==> src/rtl/dfi_resp_pkg.sv <==
// dfi_resp_model shared types: DFI widths, command decode, queue entry.
// Column/beat widths here describe the default build.
package dfi_resp_pkg;

  localparam int DFI_CS_WIDTH   = 1;
  localparam int DFI_BA_WIDTH   = 3;
  localparam int DFI_ADDR_WIDTH = 14;
  localparam int BURST_BEATS_D  = 2;
  localparam int COL_BITS_D     = 4;

  localparam int IDX_W  = DFI_BA_WIDTH + COL_BITS_D;
  localparam int BEAT_W =
    (BURST_BEATS_D > 1) ? $clog2(BURST_BEATS_D) : 1;

  typedef enum logic [2:0] {
    CMD_NOP,
    CMD_ACT,
    CMD_PRE,
    CMD_REF,
    CMD_RD,
    CMD_WR
  } cmd_e;

  typedef struct packed {
    logic [DFI_BA_WIDTH-1:0] ba;
    logic [COL_BITS_D-1:0]   col;
  } qent_t;

  function automatic cmd_e decode_cmd(
    input logic cke,
    input logic cs_n0,
    input logic ras_n,
    input logic cas_n,
    input logic we_n
  );
    cmd_e c;
    c = CMD_NOP;
    if (cke && !cs_n0) begin
      unique case ({ras_n, cas_n, we_n})
        3'b011:  c = CMD_ACT;
        3'b010:  c = CMD_PRE;
        3'b001:  c = CMD_REF;
        3'b101:  c = CMD_RD;
        3'b100:  c = CMD_WR;
        default: c = CMD_NOP;
      endcase
    end
    return c;
  endfunction

endpackage

==> src/rtl/dfi_resp_model_cmdq.sv <==
// Small synchronous command FIFO holding {ba, col} entries.
// A push while full is dropped even if a pop happens the same cycle.
module dfi_resp_cmdq
  import dfi_resp_pkg::*;
#(
  parameter int DEPTH = 4
) (
  input  logic  clk,
  input  logic  rst,
  input  logic  push,
  input  qent_t din,
  output logic  full,
  input  logic  pop,
  output qent_t dout,
  output logic  empty
);

  localparam int AW = (DEPTH > 1) ? $clog2(DEPTH) : 1;
  localparam int CW = $clog2(DEPTH + 1);

  qent_t mem [DEPTH];
  logic [AW-1:0] wp;
  logic [AW-1:0] rp;
  logic [CW-1:0] cnt;
  logic do_push;
  logic do_pop;

  assign full    = (cnt == CW'(DEPTH));
  assign empty   = (cnt == '0);
  assign do_push = push && !full;
  assign do_pop  = pop && !empty;
  assign dout    = mem[rp];

  always_ff @(posedge clk) begin
    if (do_push) mem[wp] <= din;
  end

  always_ff @(posedge clk) begin
    if (rst) begin
      wp  <= '0;
      rp  <= '0;
      cnt <= '0;
    end else begin
      if (do_push)
        wp <= (wp == AW'(DEPTH - 1)) ? '0 : wp + 1'b1;
      if (do_pop)
        rp <= (rp == AW'(DEPTH - 1)) ? '0 : rp + 1'b1;
      unique case ({do_push, do_pop})
        2'b10:   cnt <= cnt + 1'b1;
        2'b01:   cnt <= cnt - 1'b1;
        default: cnt <= cnt;
      endcase
    end
  end

endmodule

==> config.mk <==
export PLATFORM = sky130hd
export DESIGN_NAME = dfi_resp_cmdq
export DESIGN_NICKNAME = d
export VERILOG_FILES = /design/src/rtl/dfi_resp_pkg.sv /design/src/rtl/dfi_resp_model_cmdq.sv
export SDC_FILE = /design/constraint.sdc
export NUM_CORES = 1
export LEC_CHECK = 0
export BUFFER_PORTS_ARGS = -buffer_cell sky130_fd_sc_hd__buf_2
export CORE_UTILIZATION = 50
export DETAILED_ROUTE_END_ITERATION = 16
export GPL_ROUTABILITY_DRIVEN = 0
export HOLD_SLACK_MARGIN = 0.12
export PLACE_DENSITY = 0.71
export SLEW_MARGIN = 5
export SYNTH_ARGS = -nofsm -noshare
export SYNTH_HDL_FRONTEND = slang
export SYNTH_SLANG_ARGS = --single-unit
==> constraint.sdc <==
create_clock -name clk -period 2.25 [get_ports clk]
set_input_delay 0.225 -clock clk [delete_from_list [all_inputs] [get_ports clk]]
set_output_delay 0.225 -clock clk [all_outputs]
set_load 0.05 [all_outputs]
Yosys cells after proc, flatten, opt, wreduce, memory -nomap -nowiden
Memories as Yosys holds them, arrays and structs flattened. A register that Yosys moved wholly into a read port is not among the register bits. Index checks and enable logic that the tools add are counted. Widths: inputs -> output; s select.

Reduce and logical (&&, ||, !) cells: 6. $add $sub $neg: 4. Mux-type cells: 7. Equal/unequal tests: 5.

Operator list (number): $mux 2 (4); $eq 2x2->1 const B (3); $pmux 3 s2 (1); $add 2x1->2 const B (2); $add 3x1->3 const B (1); $eq 3x3->1 const B (1); $logic_not 3->1 (1); $sub 3x1->3 const B (1); $eq 2x1->1 const B (1); $logic_and 1x1->1 (2); $logic_not 1->1 (2); $mux 1 (2); $reduce_bool 2->1 (1).

Memories: 1. Word-level logic and storage cells: 26. Bits in writable memories: 28. Flip-flop bits (word level): 7. Output and inout port bits: 9.

Memories: mem (depth 4, width 7, rd ports 1, clocked after Yosys merged registers in 1, write ports 1, line dfi_resp_model_cmdq.sv:21) `qent_t mem [DEPTH];`.

Longest topological paths before layout
Gate-level depths: netlist (run 1).

Word-level depth: 5. Mapped depth: 9.

Least setup slack after synthesis (run 1)
Ideal clock, no wire load.

Path kind: flip-flop to flip-flop. From: reg cnt[2]. To: reg cnt[2]. Library setup time: 70 ps. Clock period less this slack: 2356 ps. Slack: -106 ps. Arrival: 2286 ps. Stages on the path, launching flop included: 10. Cell sequence: dfxtp_1 nor3b_4 nor2b_4 inv_1 ha_1 inv_1 fa_1 xor2_1 or3_1 a21oi_1.

Word-level cells in the longest chain between the ends: 5.

Ends and longest elaborated chain: from (decl) (line dfi_resp_model_cmdq.sv:24) `logic [CW-1:0] cnt;`; from (signal assigned) (line dfi_resp_model_cmdq.sv:49) `2'b10: cnt <= cnt + 1'b1;`; from (signal assigned) (line dfi_resp_model_cmdq.sv:50) `2'b01: cnt <= cnt - 1'b1;`; from (signal assigned) (line dfi_resp_model_cmdq.sv:51) `default: cnt <= cnt;`; $eq 3x3->1 (*) (line dfi_resp_model_cmdq.sv:28) `assign full = (cnt == CW'(DEPTH));`; via full (line dfi_resp_model_cmdq.sv:12) `output logic full,`; $logic_not 1->1 (*) (line dfi_resp_model_cmdq.sv:30) `assign do_push = push && !full;`; $logic_and 1x1->1 (*) (line dfi_resp_model_cmdq.sv:30); $eq 2x1->1 / $eq 2x2->1 (equally long branches) (line dfi_resp_model_cmdq.sv:48) `unique case ({do_push, do_pop})`; $pmux 3 s2 / $reduce_bool 2->1 (equally long branches).

Mark *: on every way through the listed nets, which the timed path passes. The rest lies on a longest branch. A chain may end at the register's enable or synchronous reset.

Worst setup path in the final report (run 1)
From: reg cnt[2]. To: reg cnt[2].

Word-level cells in the longest chain between the ends: 5.

Ends and longest elaborated chain (line): $eq 3x3->1 / $logic_not 3->1 (equally long branches) (dfi_resp_model_cmdq.sv:28, dfi_resp_model_cmdq.sv:29); $logic_not 1->1 (on tied branches) (dfi_resp_model_cmdq.sv:30, dfi_resp_model_cmdq.sv:31); $logic_and 1x1->1 (on tied branches) (dfi_resp_model_cmdq.sv:30, dfi_resp_model_cmdq.sv:31); $eq 2x1->1 / $eq 2x2->1 (equally long branches) (dfi_resp_model_cmdq.sv:48); $pmux 3 s2 / $reduce_bool 2->1 (equally long branches).

Parallel ways exist; a longest one is shown, timed or not.

==> results of run 1 <==
==> metrics by stage <==
step / hold slack (ps) / setup TNS [ps] / utilization
after global routing: 175 / 0 / 0.631
after global placement: 437 / 0 / 0.587
after floorplan: 324 / -22.8 / -
final: 169 / 0 / 0.631
after CTS: 149 / 0 / 0.631
after detailed placement: 454 / 0 / 0.587
==> synthesized netlist by cell type, drive strengths merged <==
cell type   n
inv         7
o31ai       1
edfxtp     28
mux2i       2
nand2b      2
and2        4
dfxtp       9
xor2        2
or3         2
o21ai       1
fa          1
nor3        2
a21oi       3
ha          6
nor3b       1
clkbuf      1
mux2        1
mux4        7
nor2b       1
nand2       1
buf         2
nor2        5
==> metal layers <==
layer / vias up / share of wire
met1: 392 / 0.42
met4: 0 / 0.017
met2: 26 / 0.49
met5: - / 0
li1: 388 / -
met3: 6 / 0.064
==> registers in the layout (all words and copies together), names as in the netlist, named ones only <==
name and flops:
mem 28, cnt 3, rp 2, wp 2
==> logic make-up (layout without fill, tap and decap cells) <==
logic type	count (synthesis)	after routing	synth area share
AND/OR/NAND/NOR	18	18	0.0759
multiplexers	10	10	0.127
buffers and inverters	10	41	0.0256
flip-flops	37	37	0.673
AO/OA/AOI/OAI	5	5	0.0239
adder cells (fa/ha/maj)	7	7	0.0627
XOR/XNOR	2	2	0.0116
==> timing repair <==
action | in CTS | in global routing
endpoints found under the hold margin | 28 | 0
resized for setup | 0 | 0
hold buffers | 7 | 0
==> placed cells by master, fill, tap and decap left out, drive strengths merged, types with 2 or more instances in the layout <==
master        n
a21oi         3
and2          4
buf          19
clkbuf        6
clkinv        2
dfxtp         9
dlygate4sd3   7
edfxtp       28
ha            6
inv           7
mux2i         2
mux4          7
nand2b        2
nor2          5
nor3          2
or3           2
xor2          2
==> final cells by class <==
type | count | area share
repair buffers | 26 | 0.0934
flip-flops and latches | 37 | 0.580
well taps | 31 | 0.0219
clock buffers | 6 | 0.0233
clock inverters | 2 | 0.00566
inverters | 7 | 0.0149
multi-input cells | 42 | 0.261
==> critical path: cells and delay by family (launching register included) <==
| family | cells | cell delay [ps] |
|---|---|---|
| fa+ha+maj | 2 | 510 |
| flops | 1 | 380 |
| compound gates | 1 | 140 |
| xor+xnor | 1 | 160 |
| buf+inv | 2 | 120 |
| simple gates | 3 | 680 |
==> power breakdown <==
group	internal [uW]	switching, uW	total, uW	leakage, uW
sequential	837	87.8	925	0.000332
clock	119	202	321	0.0000320
combinational	241	424	665	0.000298
total	1200	714	1910	0.000661
==> final timing paths <==
kind | to | slack (ps) | cells after the start
min reg2reg | rp[0] | 510 | 2
max reg2reg | cnt[2] | 180 | 9
min | rp[0] | 170 | 2
max | cnt[2] | 180 | 9
==> reports/summary.md, run 1 <==
The worst setup path is of the register to register kind. Synthesis inferred 37 register bits. The area of the die was 3260 um^2. The startpoint identified for the worst hold timing path is rst. The final route contains 812 vias.

Cell type of the slowest stage on the worst timing path: sky130_fd_sc_hd__dfxtp_2. Across the run, the number of max-cap violations was 0. The average wire length per cell after detail routing works out to 15.2 um. After floorplanning, the core was sized to cover 2810 um^2. Number of nets still failing antenna checks after routing: 0. The setup slack of the critical path after layout is 177 ps.

Setup repair after global routing left no endpoint under its margin. Met1 usage: 0.190. The cell area after layout is 1770 um^2, and the final-layout fill cell count is 223. The cell count after synthesis was 89; the share of cells above drive strength 1 was 0.350. The checks that failed: design-rule violations.

For the initial antenna violation count, the log shows 0. The number of buffers inserted by port buffering is 19, and the count of final max-slew check failures is 0. In this run the worst setup path begins at cnt[2].

In this run the number of H-tree levels came out at 2. By instance count, the cell type seen most on the critical path is sky130_fd_sc_hd__inv_1. The tree is rooted in a sky130_fd_sc_hd__clkbuf_4.

After the last flow step, the layout net total stands at 137. The worst setup path is captured at a register. The power density over cell area is 1080 nW/um^2.

The logs give 19 for the row count and 0.000661 uW for the static leakage. The first global-routing pass estimated 3790 um of wire. 0 antenna diodes ended up in the layout.

The ratio of final minimum period to clock period was 0.921. The run gives 136 as the number of cells in the design after placement. For the worst-skew pair, the clock arrives at the later sink with an insertion delay of 330 ps. The area share of the leading cell type in the synthesized netlist is 0.554.

The busiest layer in global routing is met2. The cell accounting for the most synthesized area was sky130_fd_sc_hd__edfxtp_1. Yosys printed 0 warnings.

The setup violation total in the final timing report was 0; the clock tree buffer depth was 2. In the post-synthesis netlist, the biggest area contributors are sky130_fd_sc_hd__edfxtp_1 55%, sky130_fd_sc_hd__dfxtp_1 12%, sky130_fd_sc_hd__mux4_2 10%. The clock net sink count came out at 37. The pre-CTS worst setup slack is 205 ps. The tools report the final hold violation count as 0. After legalization and detailed placement, the total HPWL measured 1570 um. The critical path goes through nor3b_4, nor2b_4, inv_1, ha_2, inv_1, fa_2, xor2_1, or3_1, a21oi_1.

Measured along the x axis, the die boundary spans 57.1 um. Summing all flip-flop and latch instances after layout gives 1030 um^2. The area of the multi-input gates was 462 um^2.

The tools report the met2 track demand over resource as 0.279. After clock tree synthesis, the clock-pin slew on the worst setup and hold paths is 100 ps. The total DRC errors in the routed layout was 4; the peak supply drop was 0.000760 V. The global-route congestion overflow total was 0; the maximum net fanout on the critical path was 7.

The worst path in the final design needs a cycle of 2070 ps, including I/O delays and setup. In this run the post-CTS setup repair buffer count came out at 0. The global router's overall resource usage is 0.164, and the vertical extent of the die is 57.1 um. The tools report the pin count of the biggest net entering global routing as 12. Based on the critical path, the design can be clocked at up to 482 MHz. At the pin with the least slew margin, the transition time is 469 ps.

The first-pass detailed-route iteration total is 10, and the worst slew margin relative to its limit is 0.687. The via count normalized by instance count works out to 5.38. The run gives 20 as the total I/O pin count.

The flow ran to the end, but the final reports show violations. The startpoint identified for the worst register-to-register timing path is cnt[2]. Data on the critical path arrives at its endpoint at 2330 ps.

The area growth from synthesis to layout is 16.7%. The number of global-route vias before repair came out at 835. TritonCTS built the clock tree. After synthesis the cells add up to 1520 um^2. The CTS buffer count was 5. The worst setup path is launched from a register. The post-synthesis net count was 107; the average size of a mapped cell was 17.0 um^2.

The global-route met3 utilization is 0.0612, and the initial core utilization is 0.541. The post-route total power came out at 1910 uW. The number of different library cells used by synthesis comes to 24.

The run gives 8.86 ps as the final worst clock skew. The logs give 0.673 for the sequential cell area fraction in the yosys report and 46 for the DRC marker count from the first detailed-route iteration. After the flow finishes, the layout carries non-filler instances totaling 151. In this design, the stage delay of the slowest critical-path cell is 380 ps. The post-detailed-routing wire length came out at 2290 um. The placed instance area is 1650 um^2. The class of the worst hold path was input pin to register. The required time of the worst setup path came out at 2500 ps.
Power figures use the tool's default switching activity.
==> inputs of run 2 (changes only) <==
--- a/config.mk
+++ b/config.mk
@@ -5,12 +5,13 @@
 export SDC_FILE = /design/constraint.sdc
 export NUM_CORES = 1
 export LEC_CHECK = 0
+export ABC_AREA = 1
 export BUFFER_PORTS_ARGS = -buffer_cell sky130_fd_sc_hd__buf_2
 export CORE_UTILIZATION = 50
 export DETAILED_ROUTE_END_ITERATION = 16
 export GPL_ROUTABILITY_DRIVEN = 0
 export HOLD_SLACK_MARGIN = 0.12
-export PLACE_DENSITY = 0.71
+export PLACE_DENSITY = 0.7
 export SLEW_MARGIN = 5
 export SYNTH_ARGS = -nofsm -noshare
 export SYNTH_HDL_FRONTEND = slang
==> constraint.sdc (replaced) <==
create_clock -name clk -period 2.65 [get_ports clk]
set_input_delay 0.265 -clock clk [delete_from_list [all_inputs] [get_ports clk]]
set_output_delay 0.265 -clock clk [all_outputs]
set_load 0.05 [all_outputs]
==> run 2 against run 1 <==
- the run still ends with design-rule violations left
- critical path depth is 5 lower
- clock skew is 4.1 ps higher
- setup slack better by 470 ps
- via count is 24% higher
- die area is 2.7% higher
- worst hold slack worse by 21 ps
- synthesized area is 2.8% higher
- clock power is 14% higher
- combinational power is 14% higher
==> reports/summary.md, run 2 <==
The count of state elements after synthesis was 37 (unchanged). The setup violation total in the final timing report was 0 (unchanged); the total number of H-tree levels was 2 (unchanged). Average size of a mapped cell: 11.2 um^2 (-34%). The number of buffers inserted by port buffering is 19 (unchanged). The global router's overall resource usage came out at 0.179 (+0.0149).

The global-route congestion overflow total is 0 (unchanged). The CTS buffer count was 5 (unchanged). The via count normalized by instance count is 5.10 (-5.1%). The cell count after synthesis came out at 139 (+56%).

Root buffer cell: sky130_fd_sc_hd__clkbuf_4. The most common cell in the netlist was sky130_fd_sc_hd__edfxtp_1. Internal portion of total power: 1110 uW (-7.4%). The length in cells of the worst reg-to-reg path is 12 (+3). Final hold violation count: 0 (unchanged).

The run gives 803 uW (+12%) as the net switching power. The row count is 19 (unchanged). The vertical extent of the die was 57.8 um (+1.3%); the fraction of registers with async set or reset after synthesis was 0 (unchanged).

STA classifies the critical path startpoint as a register. The final design utilization was 0.619 (-0.0118). Ratio of final minimum period to clock period: 0.755. Switching fraction of total power: 0.420 (+0.0465). The class of the worst hold path was input pin to register. From synthesis to final layout, the design area changed by 13.2%. The final reports fail on design-rule violations. The flip-flop count of the largest register after layout works out to 28 (unchanged). The arrival time of data at the critical path endpoint was 1730 ps (-600 ps); the static leakage was 0.000732 uW (+11%). The required time of the worst setup path came out at 2380 ps (-120 ps). The tools report the destination of the worst hold path as mem[3][2]. The number of nets still failing antenna checks after routing came out at 0 (unchanged).

Transition time at the pin with the least slew margin: 695 ps (+226 ps). The number of global-route vias before repair came out at 965 (+16%). Initial antenna violation count: 0 (unchanged). The power share of the combinational group is 0.397 (+0.049), and the shortest clock period the worst path allows after layout is 2000 ps. The run finished, with violations left.

The max-cap check violation count was 0 (unchanged); the detailed-route via count was 1005 (+24%). The most instantiated flip-flop cell in the synthesis netlist is sky130_fd_sc_hd__edfxtp_1. The register share of total power came out at 0.411 (-0.073). The clock net sink count came out at 37 (unchanged). The die boundary width works out to 57.8 um (+1.3%). The tools report the diode insertion count for antenna repair as 0 (unchanged).

The logs give 1560 um^2 (+2.8%) for the cell area after synthesis and 4260 um (+12%) for the first-pass GRT wire length. The achievable clock frequency is 500 MHz. The post-synthesis net count was 157 (+47%); the cell depth of the worst min-delay path was 1 (-1). Setup repair after global routing left no endpoint under its margin.

The worst setup path is of the register to output port kind. Setup total negative slack: 0 ps (unchanged). The total I/O pin count was 20 (unchanged); the count of cells resized by post-cts repair was 0 (unchanged).

The register-to-register setup slack came out at 830 ps (+650 ps). Ranked by flip-flop count, first place goes to mem. The first-pass detailed-route iteration total was 10 (unchanged).

STA classifies the critical path endpoint as an output port. The detailed-placement wirelength estimate was 1780 um (+14%); the count of final max-slew check failures was 0 (unchanged). The synthesized design spends more area on one cell type than any other, namely sky130_fd_sc_hd__edfxtp_1. The worst register-to-register path ends at cnt[2]. The tools report the clock latency of the later-clocked register in the worst-skew pair as 330 ps (about the same).

The area share of the leading cell type in the synthesized netlist was 0.539 (-0.0151); the total DRC errors in the routed layout was 3 (-1). Clock transition at the registers of the reported paths: 100 ps (about the same). Source of the worst hold timing path: din[2]. The library cell used most frequently in the layout, excluding fill and tap cells, is sky130_fd_sc_hd__edfxtp_1.

The share of cells above drive strength 1 is 0.187 (-0.163), and the clock network fraction of design power is 0.192 (+0.024). The tools report the yosys synthesis warning count as 0 (unchanged). The run gives 16 (+4) as the pin count of the biggest net entering global routing. The largest registers in the layout are mem x28, cnt x3. The initial core utilization was 0.546 (+0.00590).

The tools report the DRC marker count from the first detailed-route iteration as 51 (+11%). The area of the die is 3350 um^2 (+2.7%), and the net count of the finished layout is 183 (+34%). Clock tree buffer depth: 2 (unchanged).

The startpoint of the lowest-slack register-to-register path was cnt[1]. For the core region area, the log shows 2850 um^2 (+1.7%). In the layout the commonest cells are 28 x sky130_fd_sc_hd__edfxtp_1, 25 x sky130_fd_sc_hd__nor2_1, 19 x sky130_fd_sc_hd__inv_1, 19 x sky130_fd_sc_hd__buf_2, 12 x sky130_fd_sc_hd__nand2_1. The run gives 2580 um (+13%) as the post-detailed-routing wire length.

For the sequential cell area fraction in the yosys report, the log shows 0.655 (-0.0184). Worst slew margin relative to its limit: 0.535 (-0.152). Maximum net fanout on the critical path: 15 (+8). Ranked by total cell area, the synthesized netlist is headed by sky130_fd_sc_hd__edfxtp_1 54%, sky130_fd_sc_hd__dfxtp_1 12%, sky130_fd_sc_hd__nor2_1 6.0%.

The power density over cell area was 1080 nW/um^2 (+0.21%); the count of unique library cells instantiated by Yosys was 19 (-21%). Counting instances in the post-synthesis netlist gives the leading cell types as 28 x sky130_fd_sc_hd__edfxtp_1, 25 x sky130_fd_sc_hd__nor2_1, 19 x sky130_fd_sc_hd__inv_1, 12 x sky130_fd_sc_hd__nand2_1, 10 x sky130_fd_sc_hd__o21ai_0. The number of flops mapped to enable cells by yosys is 28 (unchanged). The peak supply drop was 0.000502 V (-34%).

TritonCTS built the clock tree. The average wire length per cell after detail routing works out to 13.1 um (-14%). The final worst clock skew was 13.0 ps (+4.15 ps).

For the final-layout fill cell count, the log shows 230 (+3.1%).
-- run 2: changes by cell type after synthesis, moves of 3 or more --
cell / previous run / this run
sky130_fd_sc_hd__mux4_2: 7 / 0
sky130_fd_sc_hd__o21ai_0: 1 / 10
sky130_fd_sc_hd__o21ai_1: 0 / 4
sky130_fd_sc_hd__nor2_1: 5 / 25
sky130_fd_sc_hd__inv_1: 7 / 19
sky130_fd_sc_hd__and2_1: 4 / 0
sky130_fd_sc_hd__o22ai_1: 0 / 7
sky130_fd_sc_hd__nand2_1: 1 / 12
sky130_fd_sc_hd__a21oi_1: 2 / 5
-- run 2: layout make-up --
type                       instances  area, um^2  share of cell area
multi-input combinational         80         440               0.249
timing repair buffer              21         115              0.0652
clock inverter                     2        33.8              0.0191
sequential                        37        1020               0.578
clock buffer                       6        41.3              0.0234
inverter                          20        75.1              0.0425
tap                               31        38.8              0.0220
-- run 2: through the flow --
stage | hold slack, ps | setup slack [ps] | std cells | power [uW] | cell area [um^2]
after global routing | 123 | 422 | 197 | 2030 | 1770
after global placement | 475 | 944 | 187 | 1530 | 1670
after CTS | 129 | 611 | 195 | 1920 | 1750
final | 148 | 650 | 197 | 1910 | 1770
after detailed placement | 483 | 835 | 187 | 1560 | 1670
after floorplan | 364 | 996 | 139 | 1400 | 1560
-- run 2: worst max-delay path: stages (launching register included) --
cell and delay, ps:
sky130_fd_sc_hd__dfxtp_1 660, sky130_fd_sc_hd__inv_2 230, sky130_fd_sc_hd__o21ai_0 200, sky130_fd_sc_hd__o22ai_1 90, sky130_fd_sc_hd__buf_2 210
-- run 2: cells by family (layout without fill, tap and decap cells) --
group / after synthesis / count (layout) / share of synthesized area
fa+ha+maj: 7 / 7 / 0.0610
buf+inv: 22 / 49 / 0.0626
simple gates: 45 / 45 / 0.121
flops: 37 / 37 / 0.655
compound gates: 28 / 28 / 0.100
-- run 2: worst max-delay path by stage --
stage,cells past startpoint,end,slack [ps],start
2_1_floorplan,12,cnt[2],1000,cnt[1]
3_3_place_gp,12,cnt[2],940,cnt[1]
3_5_place_dp,11,cnt[2],830,cnt[1]
4_1_cts,4,dout[0],610,register
5_1_grt,4,dout[0],420,register
6_report,4,dout[0],650,register
-- run 2: what timing repair did --
| action | CTS | global route |
|---|---|---|
| hold endpoints to repair | 0 | 8 |
| hold buffers | 0 | 2 |
| setup endpoints to repair | 0 | 0 |
| setup buffers | 0 | 0 |
-- run 2: power groups by stage --
stage	Clock (uW)	Combinational, uW	Sequential (uW)
floorplan	0	628	768
global placement	0	734	795
detailed placement	0	757	800
CTS	376	761	787
global route	400	826	802
finish	367	758	786
-- run 2: layer usage --
layer / part of all wire / GRT usage / up-vias
li1: - / - / 523
met1: 0.43 / 0.204 / 457
met2: 0.52 / 0.309 / 23
met3: 0.039 / 0.0692 / 2
met4: 0.0062 / 0.0612 / 0
met5: 0 / 0 / -
